$ cat config.mk
export PLATFORM = sky130hd
export DESIGN_NAME = wb_periph_fabric
export DESIGN_NICKNAME = d
export VERILOG_FILES = /design/src/rtl/wb_periph_fabric_pkg.sv /design/src/rtl/wb_page_decode.sv /design/src/rtl/wb_periph_fabric.sv
export SDC_FILE = /design/constraint.sdc
export NUM_CORES = 1
export LEC_CHECK = 0
export ABC_CLOCK_PERIOD_IN_PS = 7000
export BUFFER_PORTS_ARGS = -buffer_cell sky130_fd_sc_hd__buf_2
export CORE_MARGIN = 2
export CORE_UTILIZATION = 40
export DETAILED_ROUTE_END_ITERATION = 6
export GPL_ROUTABILITY_DRIVEN = 0
export GPL_TIMING_DRIVEN = 0
export HOLD_SLACK_MARGIN = 0.02
export PLACE_DENSITY = 0.67
export SYNTH_ARGS = -nofsm -noshare
export SYNTH_HDL_FRONTEND = slang
export SYNTH_HIERARCHICAL = 1
export SYNTH_SLANG_ARGS = --single-unit
$ cat constraint.sdc
create_clock -name wb_clk_i -period 7 [get_ports wb_clk_i]
set_input_delay 0.7 -clock wb_clk_i [delete_from_list [all_inputs] [get_ports wb_clk_i]]
set_output_delay 0.7 -clock wb_clk_i [all_outputs]
set_load 0.02 [all_outputs]
$ cat src/rtl/wb_periph_fabric_pkg.sv
// Shared types and constants for the Wishbone peripheral fabric.
// Covers the FSM state encoding, error data patterns and status-register offsets.
package wb_periph_fabric_pkg;

  typedef enum logic [1:0] {
    ST_IDLE = 2'd0,
    ST_BUSY = 2'd1,
    ST_RESP = 2'd2
  } state_e;

  localparam int IDX_W = 4;

  localparam logic [31:0] ERR_UNMAPPED = 32'hDEAD_0ADD;
  localparam logic [31:0] ERR_TIMEOUT  = 32'hBADC_0FFE;

  localparam logic [1:0] STAT_OFF_FLAGS = 2'd0;
  localparam logic [1:0] STAT_OFF_ADDR  = 2'd1;

  function automatic logic [31:0] status_word(input logic [15:0] cnt, input logic [1:0] flags);
    return {cnt, 14'b0, flags};
  endfunction

endpackage

$ cat src/rtl/wb_page_decode.sv
// Combinational page decoder: maps wbs_adr_i[31:12] to a slave index,
// a status-page hit, or neither (unmapped).
module wb_page_decode
  import wb_periph_fabric_pkg::*;
#(
  parameter int          NSLV      = 8,
  parameter logic [19:0] BASE_PAGE = 20'h30001,
  parameter logic [19:0] STAT_PAGE = 20'h30000
) (
  input  logic [19:0]      page_i,
  output logic             hit_o,
  output logic [IDX_W-1:0] idx_o,
  output logic             stat_hit_o
);

  logic [19:0] offset;

  always_comb begin
    offset     = page_i - BASE_PAGE;
    stat_hit_o = (page_i == STAT_PAGE);
    // Wrap-around subtraction makes pages below BASE_PAGE look huge, so one compare covers both ends.
    hit_o      = !stat_hit_o && (offset < 20'(NSLV));
    idx_o      = offset[IDX_W-1:0];
  end

endmodule

$ cat src/rtl/wb_periph_fabric.sv
// Wishbone fabric: one master port fanned out to NSLV slaves on consecutive 4 KB pages,
// with unmapped/timeout error responses and a status page.
//
// state | meaning
// IDLE  | waiting for cyc&stb; decodes page, handles status/unmapped at once
// BUSY  | strobing the selected slave, counting down the timeout
// RESP  | result latched; ack and data registered out next cycle
module wb_periph_fabric
  import wb_periph_fabric_pkg::*;
#(
  parameter int          NSLV      = 8,
  parameter logic [19:0] BASE_PAGE = 20'h30001,
  parameter logic [19:0] STAT_PAGE = 20'h30000,
  parameter int          TMO_W     = 8
) (
  input  logic                 wb_clk_i,
  input  logic                 wb_rst_n_i,
  input  logic                 wbs_cyc_i,
  input  logic                 wbs_stb_i,
  input  logic                 wbs_we_i,
  input  logic [31:0]          wbs_adr_i,
  input  logic [31:0]          wbs_dat_i,
  output logic                 wbs_ack_o,
  output logic [31:0]          wbs_dat_o,
  output logic [NSLV-1:0]      s_stb_o,
  input  logic [NSLV-1:0]      s_ack_i,
  input  logic [32*NSLV-1:0]   s_dat_i,
  output logic                 err_irq_o
);

  // Down-counter spans 2**TMO_W-1 BUSY cycles: loaded value down to zero inclusive.
  localparam logic [TMO_W-1:0] TMO_LOAD = TMO_W'((1 << TMO_W) - 2);

  state_e           state_q, state_d;
  logic [IDX_W-1:0] idx_q, idx_d;
  logic [TMO_W-1:0] tmo_q, tmo_d;
  logic [31:0]      rdata_q, rdata_d;
  logic             we_q, we_d;
  logic [31:0]      adr_q, adr_d;
  logic [NSLV-1:0]  stb_q, stb_d;
  logic             ack_q, ack_d;
  logic [31:0]      dat_q, dat_d;
  logic [15:0]      err_cnt_q, err_cnt_d;
  logic [1:0]       err_flags_q, err_flags_d;
  logic [31:0]      err_addr_q, err_addr_d;

  logic             dec_hit, dec_stat_hit;
  logic [IDX_W-1:0] dec_idx;
  logic             sel_ack;
  logic [31:0]      sel_dat;
  logic             log_unmapped, log_tmo, stat_clr;

  wb_page_decode #(
    .NSLV      (NSLV),
    .BASE_PAGE (BASE_PAGE),
    .STAT_PAGE (STAT_PAGE)
  ) u_decode (
    .page_i     (wbs_adr_i[31:12]),
    .hit_o      (dec_hit),
    .idx_o      (dec_idx),
    .stat_hit_o (dec_stat_hit)
  );

  always_comb begin
    sel_ack = 1'b0;
    sel_dat = '0;
    for (int k = 0; k < NSLV; k++) begin
      if (idx_q == IDX_W'(k)) begin
        sel_ack = s_ack_i[k];
        sel_dat = s_dat_i[32*k +: 32];
      end
    end
  end

  always_comb begin
    state_d      = state_q;
    idx_d        = idx_q;
    tmo_d        = tmo_q;
    rdata_d      = rdata_q;
    we_d         = we_q;
    adr_d        = adr_q;
    stb_d        = stb_q;
    ack_d        = 1'b0;
    dat_d        = '0;
    err_cnt_d    = err_cnt_q;
    err_flags_d  = err_flags_q;
    err_addr_d   = err_addr_q;
    log_unmapped = 1'b0;
    log_tmo      = 1'b0;
    stat_clr     = 1'b0;

    unique case (state_q)
      ST_IDLE: begin
        // ack_q high means the master still holds stb for the access just answered.
        if (wbs_cyc_i && wbs_stb_i && !ack_q) begin
          adr_d = wbs_adr_i;
          we_d  = wbs_we_i;
          if (dec_stat_hit) begin
            state_d = ST_RESP;
            if (wbs_we_i) begin
              rdata_d  = '0;
              stat_clr = (wbs_adr_i[3:2] == STAT_OFF_FLAGS);
            end else begin
              case (wbs_adr_i[3:2])
                STAT_OFF_FLAGS: rdata_d = status_word(err_cnt_q, err_flags_q);
                STAT_OFF_ADDR:  rdata_d = err_addr_q;
                default:        rdata_d = '0;
              endcase
            end
          end else if (dec_hit) begin
            idx_d   = dec_idx;
            tmo_d   = TMO_LOAD;
            state_d = ST_BUSY;
            for (int k = 0; k < NSLV; k++) stb_d[k] = (dec_idx == IDX_W'(k));
          end else begin
            rdata_d      = ERR_UNMAPPED;
            log_unmapped = 1'b1;
            state_d      = ST_RESP;
          end
        end
      end
      ST_BUSY: begin
        if (!wbs_cyc_i) begin
          stb_d   = '0;
          state_d = ST_IDLE;
        end else if (sel_ack) begin
          rdata_d = sel_dat;
          stb_d   = '0;
          state_d = ST_RESP;
        end else if (tmo_q == '0) begin
          rdata_d = ERR_TIMEOUT;
          log_tmo = 1'b1;
          stb_d   = '0;
          state_d = ST_RESP;
        end else begin
          tmo_d = tmo_q - 1'b1;
        end
      end
      ST_RESP: begin
        ack_d   = 1'b1;
        dat_d   = we_q ? 32'h0 : rdata_q;
        state_d = ST_IDLE;
      end
      default: state_d = ST_IDLE;
    endcase

    if (stat_clr) begin
      err_cnt_d   = '0;
      err_flags_d = '0;
    end else if (log_unmapped || log_tmo) begin
      if (err_cnt_q != 16'hFFFF) err_cnt_d = err_cnt_q + 16'd1;
      err_flags_d = err_flags_q | {log_tmo, log_unmapped};
      err_addr_d  = log_tmo ? adr_q : wbs_adr_i;
    end
  end

  always_ff @(posedge wb_clk_i or negedge wb_rst_n_i) begin
    if (!wb_rst_n_i) begin
      state_q     <= ST_IDLE;
      idx_q       <= '0;
      tmo_q       <= '0;
      rdata_q     <= '0;
      we_q        <= 1'b0;
      adr_q       <= '0;
      stb_q       <= '0;
      ack_q       <= 1'b0;
      dat_q       <= '0;
      err_cnt_q   <= '0;
      err_flags_q <= '0;
      err_addr_q  <= '0;
    end else begin
      state_q     <= state_d;
      idx_q       <= idx_d;
      tmo_q       <= tmo_d;
      rdata_q     <= rdata_d;
      we_q        <= we_d;
      adr_q       <= adr_d;
      stb_q       <= stb_d;
      ack_q       <= ack_d;
      dat_q       <= dat_d;
      err_cnt_q   <= err_cnt_d;
      err_flags_q <= err_flags_d;
      err_addr_q  <= err_addr_d;
    end
  end

  assign wbs_ack_o = ack_q;
  assign wbs_dat_o = dat_q;
  assign s_stb_o   = stb_q;
  assign err_irq_o = (err_cnt_q != 16'd0);

endmodule

==> metrics.md <==
| Metric | Value |
|---|---|
| Layout Nets | `around 1800` |
| DR WL/cell | `between 20 and 25 um` |
| Max-cap violation count | `0` |
| Crit path from | `wbs_adr_i[12]` |
| Metal3 WL | `5030 um` |
| Metal-1 WL | `~19000 um` |
| Synth Instances | `roughly 1100` |
| Sw power | `0.700 mW` |
| Highest routed layer | `met5` |
| Netlist cell types | `76` |
| CTS Root Cell | `clkbuf_16` |
| Max stage delay on crit path | `between 0.4 and 0.5 ns` |
| Total clock sinks | `170` |
| Share of the synthesized area in the top cell type | `0.412` |
| CORE AREA | `~25000 um^2` |
| Chip Height | `~160 um` |
| IO buf count | `between 300 and 400` |
| CTS max path bufs | `2` |
| Sw frac | `0.280` |
| Setup crit start kind | `primary input` |
| Leak pwr | `around 6.2 nW` |
| Share of cells above drive strength 1 | `0.324` |
| Post-CTS sizing | `0` |
| Worst skew pair latency | `between 0.4 and 0.5 ns` |
| Total CTS buffers | `17` |
| Hpwl dp | `about 35000 um` |
| Chip width | `165 um` |
| Flop pwr share | `0.465` |
| Critical-path cell list | `buf_2 -> inv_1 -> ha_1 -> a21boi_0 -> a2111oi_0 -> o2111ai_1 -> a31oi_1 -> nor4bb_1 -> o21ai_0 -> nor2_1 -> clkbuf_1 -> o211ai_1 -> mux2i_1` |
| DRT Pass-1 Iters | `6` |
| Worst r2r src | `state_q[1]` |
| Crit-path slowest cell | `a31oi_1` |
| Critical path buffers and inverters | `3` |
| Kind of critical path | `in -> reg` |
| Synth area leader | `dfrtp_1` |
| Max FO, Critical Path | `10` |
| R2R setup slack | `approximately 3.7 ns` |
| Mean post-synth cell area | `~9.1 um^2` |
| Clk pin slew, worst setup/hold paths | `0.07 ns` |
| WL final | `about 44000 um` |
| Slew HR | `0.191` |
| Placed Area | `approximately 12000 um^2` |
| Internal cell power | `between 1.5 and 2 mW` |
| Syn. warnings | `6` |
| Area growth syn-to-layout | `26.7%` |
| Largest net degree at the start of global routing | `94` |
| Remaining antenna violation count | `0` |
| Worst-margin pin slew | `around 1.2 ns` |
| Tot GR Track Use | `0.318` |
| Yosys reg bits | `between 150 and 200` |
| Hold_buf cts | `0` |
| Maximum vdd drop | `193 uV` |
| Die Footprint | `between 20000 and 30000 um^2` |
| Nature of the critical path endpoint | `flip-flop` |
| Initial antenna violation count | `3` |
| Drt via density | `roughly 6` |
| Post-route minimum period | `4.15 ns` |
| CP Data Required Time | `7.32 ns` |
| Max Fclk | `between 0.2 and 0.25 GHz` |
| Initial Util | `0.408` |
| Vias in the first global route | `slightly above 10000` |
| Global-route wire length before repair | `63000 um` |
| Crit-path leading delay family | `compound AO/OA/AOI/OAI gates` |
| Post-CTS Setup Repair Bufs | `0` |
| Detailed-route DRC error count | `0` |
| Clock power frac | `0.383` |
| Reg2Reg Depth | `7` |
| DRT iter0 DRCs | `1321` |
| H-tree depth | `4` |
| Sequential-to-total area share from yosys stat | `0.412` |
| Row cnt | `58` |
| Max-slew violation count | `0` |
| Top-count cell post-synth | `dfrtp_1` |
| Crit share post-route | `0.594` |
| Post-synth ARST share | `1.00` |
| Syn Nets | `between 1000 and 1500` |
| Tot Pwr | `2.50 mW` |
| Worst r2r dst | `err_cnt_q[6]` |
| Via count | `between 10000 and 15000` |
| Ports | `roughly 380` |
| Comb pwr share | `0.152` |
| Status | `completed` |
| Total gr overflow | `0` |
| CTS tree | `done` |
| Post-Syn Area | `roughly 10000 um^2` |
| Final Setup Violations | `0` |
| Most common library cells after synthesis | `dfrtp_1 (170), nand2_1 (133), nor2_1 (82)` |
| Met2 WL post-DR | `~19000 um` |
| Top cells by area, synth | `dfrtp_1 (41%), mux2_2 (8.6%), nand2_1 (4.8%), mux2i_1 (4.4%), a21oi_1 (3.5%)` |
| Setup Skew | `0.00903 ns` |
| Setup TNS | `0 ns` |
| EDFF count, synth | `0` |
| Hold Violations, Final | `0` |
| Critical path arrival | `about 4.5 ns` |
| Top FF cell, synth | `dfrtp_1` |
| Hold Path Class | `in -> async` |
| Power per Cell Area | `between 150 and 200 nW/um^2` |
| Design area | `between 10000 and 15000 um^2` |
| RSZ-0062 raised after global routing | `false` |
power groups by stage:
stage	combinational [mW]	sequential (mW)	clock, mW
CTS	0.377	1.16	0.963
global placement	0.367	1.17	0
floorplan	0.180	1.15	0
finish	0.381	1.16	0.958
global route	0.418	1.17	1.01
detailed placement	0.375	1.18	0
logic make-up (layout without fill, tap and decap cells):
group,after synthesis,in the layout,share of synthesized area
other cells,0,2,0
simple gates,375,375,0.178
flops,170,170,0.412
buf+inv,104,479,0.0412
fa+ha+maj,6,6,0.00728
mux,128,128,0.138
xor+xnor,3,3,0.00255
compound gates,345,345,0.221
cell type report:
class | count | area, um^2
inverter | 26 | 100
multi-input combinational | 857 | 5640
timing repair buffer | 343 | 1750
buffer | 78 | 325
tap | 330 | 413
fill | 2432 | 12200
antenna | 2 | 5.00
sequential | 170 | 4250
clock buffer | 19 | 433
clock inverter | 13 | 153
flip-flops by register name, indices dropped and copies added (netlist names):
register     cells
err_flags_q      2
wbs_ack_o        1
adr_q           32
err_cnt_q       16
err_addr_q      32
idx_q            4
wbs_dat_o       32
state_q          2
s_stb_o          8
we_q             1
rdata_q         32
tmo_q            8
through the flow:
step                      setup slack (ns)  instances  hold WS [ns]   util
after floorplan                       3.65       1131         0.404      -
after global placement                2.53       1803         0.461  0.493
after detailed placement              2.46       1804         0.461  0.494
after CTS                             2.91       1836         0.246  0.517
after global routing                  2.63       1837         0.269  0.517
final                                 2.85       1838         0.213  0.517
routing by layer:
metal | vias up | track usage
met1 | 5328 | 0.446
met2 | 652 | 0.454
met5 | - | 0.0189
li1 | 4901 | -
met4 | 4 | 0.123
met3 | 93 | 0.0994
placed cells by master, fill, tap and decap left out, types with 24 or more instances in the layout:
master,Yosys,layout
nand2_1,133,133
mux2i_1,45,45
dfrtp_1,170,170
a31oi_1,42,42
and2_1,38,38
nor2_1,82,82
o21ai_0,71,71
mux2_2,79,79
inv_1,24,24
buf_2,14,355
clkbuf_1,51,53
a21oi_1,73,73
how the worst max path moves through the flow:
stage                          to  slack [ns]  cells after the start
floorplan                tmo_q[6]        3.65                     12
global placement    wbs_dat_o[26]        2.53                      1
detailed placement       tmo_q[6]        2.46                     13
CTS                      tmo_q[6]        2.91                     13
global route             tmo_q[6]        2.63                     13
finish                   tmo_q[4]        2.85                     13
Note: power is estimated with default switching activity, not from simulation.
